### config.mk
export PLATFORM = sky130hd
export DESIGN_NAME = fpu_addsub_sched
export DESIGN_NICKNAME = d
export VERILOG_FILES = /design/src/rtl/fpu_addsub_sched.sv
export SDC_FILE = /design/constraint.sdc
export NUM_CORES = 1
export LEC_CHECK = 0
export CORE_MARGIN = 5
export CORE_UTILIZATION = 29
export DETAILED_ROUTE_END_ITERATION = 10
export MAX_ROUTING_LAYER = met4
export PLACE_DENSITY_LB_ADDON = 0.25
export SYNTH_ARGS = -nofsm -noshare
export SYNTH_HDL_FRONTEND = slang
export SYNTH_SLANG_ARGS = --single-unit
### constraint.sdc
create_clock -name clk -period 2.2 [get_ports clk]
set_clock_uncertainty 0.2 [all_clocks]
set_input_delay 0.33 -clock clk [delete_from_list [all_inputs] [get_ports clk]]
set_output_delay 0.33 -clock clk [all_outputs]
set_load 0.1 [all_outputs]
### src/rtl/fpu_addsub_sched.sv
// Round-robin scheduler for the shared single-precision add/sub datapath.
// Holds the granted operands on the datapath for FPU_LAT cycles, then returns the tagged result.
//
// state | meaning
// IDLE  | waiting for a request; grants one requester per accept
// EXEC  | operands held on the datapath, cnt counts down to the sample edge
// RESP  | result captured, waiting for rsp_ready
module fpu_addsub_sched #(
    parameter int FPU_LAT = 1,
    parameter int CNT_W   = 16
) (
    input  logic             clk,
    input  logic             rst_n,
    input  logic             req_valid_0,
    input  logic             req_valid_1,
    output logic             req_ready_0,
    output logic             req_ready_1,
    input  logic [31:0]      req_a_0,
    input  logic [31:0]      req_a_1,
    input  logic [31:0]      req_b_0,
    input  logic [31:0]      req_b_1,
    input  logic             req_op_0,
    input  logic             req_op_1,
    output logic [31:0]      fpu_a,
    output logic [31:0]      fpu_b,
    output logic             fpu_add_sub,
    input  logic [31:0]      fpu_result,
    input  logic             fpu_overflow,
    output logic             rsp_valid,
    input  logic             rsp_ready,
    output logic             rsp_id,
    output logic [31:0]      rsp_result,
    output logic             rsp_overflow,
    output logic             busy,
    output logic [CNT_W-1:0] op_count
);

    typedef enum logic [1:0] {
        IDLE = 2'd0,
        EXEC = 2'd1,
        RESP = 2'd2
    } state_t;

    localparam logic [3:0] LAT_M1 = 4'(FPU_LAT - 1);

    state_t     state;
    state_t     state_nxt;
    logic       rr_ptr;
    logic [3:0] cnt;
    logic       op_id;
    logic       grant_valid;
    logic       grant_id;

    always_ff @(posedge clk or negedge rst_n) begin
        if (!rst_n) begin
            state <= IDLE;
        end else begin
            state <= state_nxt;
        end
    end

    always_comb begin
        state_nxt   = state;
        grant_valid = 1'b0;
        grant_id    = 1'b0;
        case (state)
            IDLE: begin
                if (req_valid_0 && req_valid_1) begin
                    grant_valid = 1'b1;
                    grant_id    = rr_ptr;
                end else if (req_valid_0) begin
                    grant_valid = 1'b1;
                    grant_id    = 1'b0;
                end else if (req_valid_1) begin
                    grant_valid = 1'b1;
                    grant_id    = 1'b1;
                end
                if (grant_valid) begin
                    state_nxt = EXEC;
                end
            end
            EXEC: begin
                if (cnt == 4'd0) begin
                    state_nxt = RESP;
                end
            end
            RESP: begin
                if (rsp_ready) begin
                    state_nxt = IDLE;
                end
            end
            default: state_nxt = IDLE;
        endcase
    end

    // Ready is gated by rst_n so nothing is offered while reset is held.
    assign req_ready_0 = rst_n && grant_valid && !grant_id;
    assign req_ready_1 = rst_n && grant_valid && grant_id;
    assign busy        = (state != IDLE);

    always_ff @(posedge clk or negedge rst_n) begin
        if (!rst_n) begin
            rr_ptr       <= 1'b0;
            cnt          <= 4'd0;
            op_id        <= 1'b0;
            fpu_a        <= 32'd0;
            fpu_b        <= 32'd0;
            fpu_add_sub  <= 1'b0;
            rsp_valid    <= 1'b0;
            rsp_id       <= 1'b0;
            rsp_result   <= 32'd0;
            rsp_overflow <= 1'b0;
            op_count     <= '0;
        end else begin
            case (state)
                IDLE: begin
                    if (grant_valid) begin
                        fpu_a       <= grant_id ? req_a_1 : req_a_0;
                        fpu_b       <= grant_id ? req_b_1 : req_b_0;
                        fpu_add_sub <= grant_id ? req_op_1 : req_op_0;
                        op_id       <= grant_id;
                        cnt         <= LAT_M1;
                        rr_ptr      <= ~grant_id;
                    end
                end
                EXEC: begin
                    if (cnt != 4'd0) begin
                        cnt <= cnt - 4'd1;
                    end else begin
                        rsp_result   <= fpu_result;
                        rsp_overflow <= fpu_overflow;
                        rsp_id       <= op_id;
                        rsp_valid    <= 1'b1;
                    end
                end
                RESP: begin
                    if (rsp_ready) begin
                        rsp_valid <= 1'b0;
                        if (op_count != {CNT_W{1'b1}}) begin
                            op_count <= op_count + CNT_W'(1);
                        end
                    end
                end
                default: ;
            endcase
        end
    end

endmodule

# Word-level counts from Yosys, hierarchy flattened
# Cells that the tools add are included.
# totals
ff_bits	124
input_bits	168
output_inout_bits	119
wordCells	63
# classes
n_addsub	2
n_eq_ne	9
mux	21
bitwise	2
reduce_logical	17
# ops
operator	n
$mux W32	2
$add A16 B1 Y16 const B	1
$ne A16 B16 Y1 const B	1
$ne A2 B2 Y1 const B	6
$reduce_and A3 Y1	4
$mux W1	11
$mux W4	2
$pmux W4 S2	1
$mux W2	3
$pmux W2 S3	1
$reduce_bool A2 Y1	3
$logic_and A1 B1 Y1	4
$logic_not A4 Y1	1
$reduce_and A2 Y1	2
$reduce_bool A4 Y1	1
$sub A4 B1 Y4 const B	1
$eq A2 B1 Y1 const B	1
$eq A2 B2 Y1 const B	1
$logic_not A2 Y1	1
$not A1 Y1	2
$pmux W1 S2	1
$logic_not A1 Y1	1

# Logic depth before layout (Yosys ltp)
# Gate-level depths: netlist of run 1.
# depth
depth_word	7
ltp_mapped	7
ltp_nobuf	6

# Least setup slack after synthesis of run 1
# No wires, ideal clock.
# synth_timing
path_type	flip-flop to flip-flop
from	reg op_count[0]
to	reg op_count[1]
setup_time_ns	0.126
arrival_time_ns	2.344
required_time_ns	1.874
slack_ns	-0.470
path_stages_with_launch	6
path_buffers	0
synth_period_minus_slack_ns	2.670
path_cell_list	dfrtp_1 -> ha_1 -> nand4_1 -> nor4_4 -> a21oi_1 -> mux2_2
# synth_via
elab_chain_len	2
word_cells_on_any_way	3
classes_between	add/sub (1); eq/ne (1); reduce/logical (1)
# synth_rtl
item	line	source
start, declared	35	output logic [CNT_W-1:0] op_count
start signal, assigned	140	op_count <= op_count + CNT_W'(1);
parallel branches: the longest is 2 deep, another holds $add A16 B1 Y16	--	
# Parallel ways; which one is timed is not known.
# A chain may end at the register's enable or synchronous reset.

# Worst setup path in the final report of run 1
# layout_timing
from	in req_valid_0
to	out req_ready_1
# layout_via
elab_chain_len	6
word_cells_on_any_way	10
classes_between	mux (7); reduce/logical (3)
# layout_rtl
item	line	source
start, declared	14	input logic req_valid_0,
$mux W1 or $logic_and A1 B1 Y1 (tied branches)	71, 68	
$mux W1	68	if (req_valid_0 && req_valid_1) begin
$mux W1 (2 in series)	66	case (state)
$logic_and A1 B1 Y1	98	assign req_ready_1 = rst_n && grant_valid && grant_id;
$logic_and A1 B1 Y1 *	98	
end, declared	17	output logic req_ready_1,
# Every way passes the cells marked *; elsewhere a longest branch is shown, timed or not. The select of a mux whose other input is x is not followed.

==> metrics, run 1 <==
Seq/Total Area, Yosys=58.01%; final hold viol count=0; worst slew pin tran=0.5824 ns; max-capacitance violation count=0; max frequency=466.3 MHz; area grow syn2layout=67.65%; Multi-input gate area=2122 sq um; first-pass GRT wire length=27.28 mm; CTS max path bufs=2; Cells after Synth=415; met2 Use GR=27.56%; Worst Path Required=1.67 ns; post-layout util=49.58%; IO Pins=287; worst skew pair latency=0.41 ns; outcome=finished, final reports clean; gr busiest metal=met2; top cells by area, synth=dfrtp_1 58%, a22o_1 11%, a21o_1 9.3%, mux2_2 8.0%, xor2_1 1.6%; worst hold path cell count=2; EDFF count, synth=0; Syn Area/Cell=12.89 sq um; critical-path cell with the highest stage delay=clkdlybuf4s50_1; CTS tree=done; initial drt markers=165; initial antenna violation count=0; critical path startpoint category=input port; type of the tightest min-delay check=flip-flop to flip-flop; Die Y=145.8 um; nets=887; Root Buffer Master=clkbuf_16; critical path class=input port to output pin; Post-synth top flop=dfrtp_1; Hold Path Sink=rsp_valid; dominant cell type by area after synthesis=dfrtp_1; number of antenna diodes=0; RSZ-0062 raised after global routing=false; CTS Buf Count=17; GRT met3 Usage=4.422%; WL per Instance=18.01 um; sum of buffers and inverters on the critical path=3; CTS Sinks=124; total gr overflow=0; final period utilization=97.48%; vias in the first global route=5,097; CP top delay family=buffers and inverters; fill count=1,586; H-Tree Level Count=4; R2R cell count=5; FF-to-FF Start=op_count[0]; register area=3126 sq um; share of cells above drive strength 1=32.28%; synth cell count leaders=124 x dfrtp_1, 66 x a21o_1, 65 x a22o_1; Pins Over Slew Limit=0; core box area=18,090 sq um; critical-path cell list=clkdlybuf4s50_1, nand2b_1, and3_4, buf_12, and2_4, buf_12; DRC viols=0; Global Route Usage Sum=16.44%; Most Frequent Cell on Critical Path=buf_12; pre-CTS setup slack=-0.1556 ns; Ys Warns=0; I/O Buffers=286; post-synthesis register bit count=124; Crit. Startpoint=req_valid_0; final worst slack=0.05549 ns; Pre-antenna DRT Iters=6; Netlist cell types=40; cell area after synthesis=5349 sq um; CP Max Fanout=3; Vias=4,595; Critical Path End Type=output pin; hold_sp=rsp_valid; Rel. slew slack=61.17%; WL final=17.23 mm; most common cell in the netlist=dfrtp_1; Yosys top cell area share=58.01%; Die Width=145.8 um; Synth async-reset ratio=100.0%; Critical R2R Capture=op_count[1]; maximum number of pins on one net before global-route repair=97; Period minus WS final=2.145 ns; Initial Util=29.57%; antenna-violating nets left=0; HPWL Detailed=12.77 mm; WHS=0.2780 ns; Syn Nets=585; Clock transition at path regs=0.05 ns; # setup viols final=0; CP peak stage delay=0.55 ns; flop2flop setup slack=0.12 ns; routed vias/inst=4.801; Core Rows=49; Die Area=21,260 sq um; WP data arrival=1.61 ns; grt met1 use=18.90%; setup_tns=0 ns; routability cong.=0.7843
[final cells by class]
| cell class | count | share of cell area [%] |
|---|---|---|
| repair buffers | 310 | 31.49 |
| flip-flops and latches | 124 | 34.85 |
| multi-input cells | 259 | 23.66 |
| clock inverters | 10 | 1.605 |
| well taps | 229 | 3.195 |
| clock buffers | 20 | 4.981 |
| inverters | 5 | 0.2093 |
[routing by layer]
layer / up-vias / wire, um
met5: - / 0
met4: 0 / 385
met3: 25 / 1073
met2: 187 / 8813
met1: 2250 / 6958
li1: 2133 / -
[through the flow]
step / instance area (sq um) / cells
floorplan: 5376 / 415
global placement: 8314 / 921
detailed placement: 8314 / 921
CTS: 8967 / 957
global route: 8967 / 957
finish: 8967 / 957
[cell families after synthesis]
| group | synth area share (%) |
|---|---|
| fa+ha+maj | 0.4678 |
| simple gates | 7.158 |
| compound gates | 21.24 |
| buf+inv | 2.994 |
| mux | 8.000 |
| flops | 58.01 |
| xor+xnor | 2.129 |
[timing repair]
action	CTS	global route
hold buffers	1	0
setup buffers	5	0
gates resized for setup	4	0
setup endpoints to repair	2	0
hold endpoints to repair	124	0
[worst reg2reg max path: stages, from the launching register on]
cell	delay, ns
dfrtp_4	0.44
ha_1	0.22
nand4_1	0.24
nor4_4	0.40
a21oi_1	0.18
mux2_2	0.30
[state kept, by name (all words and copies together), names as in the netlist]
name and count:
rsp_id 1, fpu_add_sub 1, cnt 4, op_id 1, fpu_a 32, op_count 16, fpu_b 32, rsp_valid 1
rsp_result 32, rsp_overflow 1, rr_ptr 1, state 2
[layout by cell type, fill, tap and decap left out, types with 6 or more instances in the layout]
master           Yosys  final
buf_12               0      6
clkbuf_16            0     17
nand2_1             12     12
dfrtp_1            124    110
buf_4                1    136
mux2_2              38     38
nand3_1              7      7
nor2_1              12     10
dfrtp_2              0     12
a21o_1              66     66
a22o_1              65     65
clkdlybuf4s50_1      0    166
xor2_1              10     10
[worst max-delay path by stage]
stage,to,slack [ns],cells after the start
4_1_cts,req_ready_1,0.04,5
3_3_place_gp,fpu_b[9],-0.12,6
3_5_place_dp,fpu_b[11],-0.16,6
6_report,req_ready_1,0.06,6
2_1_floorplan,op_count[1],-0.09,4
5_1_grt,req_ready_0,0.002,6
Power of run 1 is not shown: default switching activity piles up to over one toggle a cycle in this logic, so the estimate is an artifact.
==> inputs of run 2 (changes only) <==
--- a/config.mk
+++ b/config.mk
@@ -10,2 +10,3 @@
 export DETAILED_ROUTE_END_ITERATION = 10
+export GPL_ROUTABILITY_DRIVEN = 0
 export MAX_ROUTING_LAYER = met4
==> constraint.sdc (replaced) <==
create_clock -name clk -period 2.78 [get_ports clk]
set_clock_uncertainty 0.2 [all_clocks]
set_input_delay 0.417 -clock clk [delete_from_list [all_inputs] [get_ports clk]]
set_output_delay 0.417 -clock clk [all_outputs]
set_load 0.05 [all_outputs]
==> metrics, run 2 (synthesis results as in run 1) <==
outcome=finished, violations left; violated checks=hold timing; worst skew pair latency=0.41 ns; WHS=-0.03513 ns; Post-CTS Hold Buffers=0; HPWL Detailed=12.38 mm; final period utilization=92.92%; Flop pwr share=24.7%; I/O Buffers=286; routed vias/inst=4.866; critical path startpoint category=flip-flop; Clock Power Share=19.4%; core box area=18,090 sq um; Die Width=145.8 um; WP data arrival=1.97 ns; RSZ-0062 raised after global routing=false; setup_tns=0 ns; WL per Instance=18.26 um; Worst Path Required=2.16 ns; Rel. slew slack=52.48%; biggest regs=fpu_a (32), fpu_b (32), rsp_result (32); Core Rows=49; area grow syn2layout=70.69%; Psw=5.646 mW; share of cells above drive strength 1=12.62%; power density cells=1390 nW/um^2; post-CTS setup buffers=0; Gate power share=55.8%; Global Route Usage Sum=16.50%; Pleak=4.237 nW; antenna-violating nets left=0; Clock transition at path regs=0.06 ns; WL final=17.20 mm; Pre-antenna DRT Iters=4; Initial Util=29.57%; Die Area=21,260 sq um; total gr overflow=0; final hold viol count=87; maximum number of pins on one net before global-route repair=125; sw frac=44.51%; max-capacitance violation count=0; nets=870; worst slew pin tran=0.7128 ns; CTS max path bufs=2; Die Y=145.8 um; pre-CTS setup slack=0.2720 ns; cell internal pwr=7.040 mW; most frequent cells in the layout=283 x clkdlybuf4s50_1, 124 x dfrtp_1, 66 x a21o_1, 65 x a22o_1, 38 x mux2_2; DRC viols=0; max frequency=387.1 MHz; Vias=4,584; # setup viols final=0; type of the tightest min-delay check=input port to async pin; VDD IR max=0.7067 mV; CTS Sinks=124; critical path class=flip-flop to output pin; vias in the first global route=5,075; IO Pins=287; H-Tree Level Count=4; number of antenna diodes=0; initial drt markers=206; CTS Buf Count=17; Period minus WS final=2.583 ns; CTS tree=done; Critical Path End Type=output pin; CP Max Fanout=6; initial antenna violation count=0; Pins Over Slew Limit=0; final worst slack=0.1968 ns; Root Buffer Master=clkbuf_16; first-pass GRT wire length=27.24 mm; commonest non-fill, non-tap cell in the layout=clkdlybuf4s50_1
[run 2: cell count changes in the layout (fill, tap and decap cells not counted), moves of 12 or more]
cell / previous run / this run
buf_4: 136 / 6
clkdlybuf4s50_1: 166 / 283
dfrtp_1: 110 / 124
dfrtp_2: 12 / 0
[run 2: layout make-up]
| type | instances | area [sq um] |
|---|---|---|
| clock inverter | 14 | 216.5 |
| timing repair buffer | 293 | 2958 |
| multi-input combinational | 259 | 2108 |
| tap | 229 | 286.5 |
| sequential | 124 | 3103 |
| inverter | 5 | 18.77 |
| fill | 1560 | 8956 |
| clock buffer | 18 | 439.2 |
[run 2: critical path, stage by stage, from the launching register on]
cell	delay, ns
dfrtp_1	0.47
nor2_2	0.28
inv_1	0.07
clkdlybuf4s50_1	0.73
[run 2: what timing repair did]
item | 4_1_cts | 5_1_grt
resized for setup | 1 | 0
hold endpoints to repair | 0 | 0
endpoints found under the setup margin | 1 | 0
[run 2: final timing paths]
check                       startpoint              to  slack, ns  cells past startpoint
max                           state[1]            busy       0.20                      3
min                              rst_n       fpu_b[25]      -0.04                      2
max reg2reg                op_count[0]     op_count[1]       0.55                      5
min reg2reg                      op_id           op_id       0.29                      1
max in group asynchronous        rst_n  rsp_result[14]       1.94                      2
min in group clk                 op_id           op_id       0.29                      1
[run 2: metal layers]
metal | global-route usage (%) | vias up | routed length, um
met5 | - | - | 0
met4 | 5.698 | 0 | 423
met3 | 5.855 | 32 | 1189
met2 | 27.98 | 186 | 8847
met1 | 17.98 | 2261 | 6740
li1 | - | 2105 | -
[run 2: power groups by stage]
stage | Clock, mW | Sequential (mW) | Combinational (mW)
5_1_grt | 2.61 | 3.24 | 7.43
4_1_cts | 2.53 | 3.15 | 7.18
6_report | 2.46 | 3.14 | 7.08
2_1_floorplan | 0 | 5.80 | 2.05
3_5_place_dp | 0 | 3.15 | 7.14
3_3_place_gp | 0 | 3.13 | 7.02
[run 2: per-stage QoR]
step / util [%] / instance area (sq um) / total power [mW] / std cells
3_3_place_gp: 46.84 / 8472 / 10.15 / 910
5_1_grt: 50.48 / 9130 / 13.28 / 942
3_5_place_dp: 46.84 / 8472 / 10.29 / 910
4_1_cts: 50.48 / 9130 / 12.85 / 942
2_1_floorplan: - / 5349 / 7.850 / 415
6_report: 50.48 / 9130 / 12.69 / 942
Note: power is estimated with default switching activity, not from simulation.
==> inputs of run 3 (changes only) <==
CORE_UTILIZATION = 33   (was 29)
==> metrics, run 3 (synthesis results as in run 1) <==
final period utilization=94.45%; critical-path cell list=nor2_1, and3_2, nor2_4, and2_1, buf_12; max frequency=380.8 MHz; power density cells=1372 nW/um^2; CTS tree=done; share of cells above drive strength 1=11.66%; WL final=17.28 mm; most frequent cells in the layout=282 x clkdlybuf4s50_1, 124 x dfrtp_1, 66 x a21o_1, 65 x a22o_1, 38 x mux2_2; Vias=4,587; CTS max path bufs=2; Core Rows=46; Initial Util=33.67%; Worst Path Required=2.16 ns; max-capacitance violation count=0; routed vias/inst=4.938; H-Tree Level Count=4; HPWL Detailed=12.61 mm; VDD IR max=0.7056 mV; final hold viol count=0; Die Y=137.3 um; Period minus WS final=2.626 ns; commonest non-fill, non-tap cell in the layout=clkdlybuf4s50_1; Root Buffer Master=clkbuf_16; initial antenna violation count=1; WL per Instance=18.60 um; RSZ-0062 raised after global routing=false; biggest regs=fpu_a (32), fpu_b (32), rsp_result (32); FF-to-FF Start=state[1]; Pleak=4.207 nW; CTS Buf Count=17; outcome=finished, final reports clean; vias in the first global route=4,852; Clock transition at path regs=0.06 ns; Rel. slew slack=32.01%; critical-path cell with the highest stage delay=dfrtp_1; worst skew pair latency=0.40 ns; post-CTS setup buffers=0; area grow syn2layout=69.26%; Pre-antenna DRT Iters=4; worst slew pin tran=1.020 ns; CTS Sinks=124; antenna-violating nets left=0; Die Width=137.3 um; flop2flop setup slack=0.34 ns; R2R cell count=5; setup_tns=0 ns; CP Max Fanout=6; critical path startpoint category=flip-flop; DP Area=8456 sq um; initial drt markers=225; first-pass GRT wire length=25.99 mm; Critical R2R Capture=fpu_b[29]; core box area=15,890 sq um; type of the tightest min-delay check=input port to async pin; critical path class=flip-flop to output pin; WP data arrival=2.01 ns; Pins Over Slew Limit=0; # setup viols final=0; CP peak stage delay=0.45 ns; Global Route Usage Sum=18.35%; maximum number of pins on one net before global-route repair=82; nets=871; DRC viols=0; Final Cell Area=9054 sq um; total gr overflow=0; Critical Path End Type=output pin; IO Pins=287; Die Area=18,860 sq um; I/O Buffers=286
run 3: cell types whose count changed in the layout (fill, tap and decap cells not counted), moves of 2 or more:
cell and delta:
bufinv_16 -2, clkbuf_1 +4, clkinv_4 -3, inv_6 -2
run 3: timing repair:
item,4_1_cts,5_1_grt
hold buffers,1,0
resized for setup,0,1
endpoints found under the setup margin,0,1
endpoints found under the hold margin,15,0
run 3: where the power goes:
group	switching, mW	leakage (nW)	internal, mW	total [mW]
clock	0.759	0.279	1.44	2.20
sequential	0.482	1.49	2.65	3.13
combinational	4.32	2.44	2.77	7.09
total	5.56	4.21	6.87	12.4
run 3: area by class of cell:
cell class                 instances  area (sq um)
timing repair buffer             294          2970
inverter                           5         18.77
fill                            1384          6832
clock inverter                     7         115.1
antenna                            1         2.502
clock buffer                      23         467.9
multi-input combinational        259          2106
tap                              216         270.3
sequential                       124          3103
run 3: stage by stage:
stage          instances  util, %  setup slack (ns)  total power, mW  hold slack [ns]
2_1_floorplan        415        -            0.3964            7.850         -0.07859
3_3_place_gp         897    53.23            0.2981            10.14           0.1012
3_5_place_dp         897    53.23            0.2527            10.30           0.1049
4_1_cts              928    56.96           0.04436            12.57           0.2669
5_1_grt              929    56.99           0.02898            13.01           0.2809
6_report             929    56.99            0.1542            12.43           0.2609
run 3: layer usage:
layer  part of all wire [%]  routed length (um)  up-vias  track usage, %
met4                    2.5                 428        0           6.763
li1                       -                   -     2106               -
met1                     38                6539     2269           20.94
met3                    7.7                1334       31           6.136
met2                     52                8976      181           30.14
met5                      0                   0        -               -
run 3: worst max-delay path by stage:
stage	from	to	depth (start not counted)	slack [ns]
2_1_floorplan	state[1]	req_ready_0	7	0.40
3_3_place_gp	req_valid_0	fpu_a[8]	6	0.30
3_5_place_dp	req_valid_0	fpu_a[31]	6	0.25
4_1_cts	state[1]	busy	3	0.04
5_1_grt	state[1]	req_ready_0	5	0.03
6_report	state[1]	req_ready_0	5	0.15
run 3: worst max-delay path, delay by kind of cell (launching register included):
family / cells / cell delay [ns]
flip-flops: 1 / 0.45
AND/OR/NAND/NOR: 4 / 1.00
buffers and inverters: 1 / 0.15
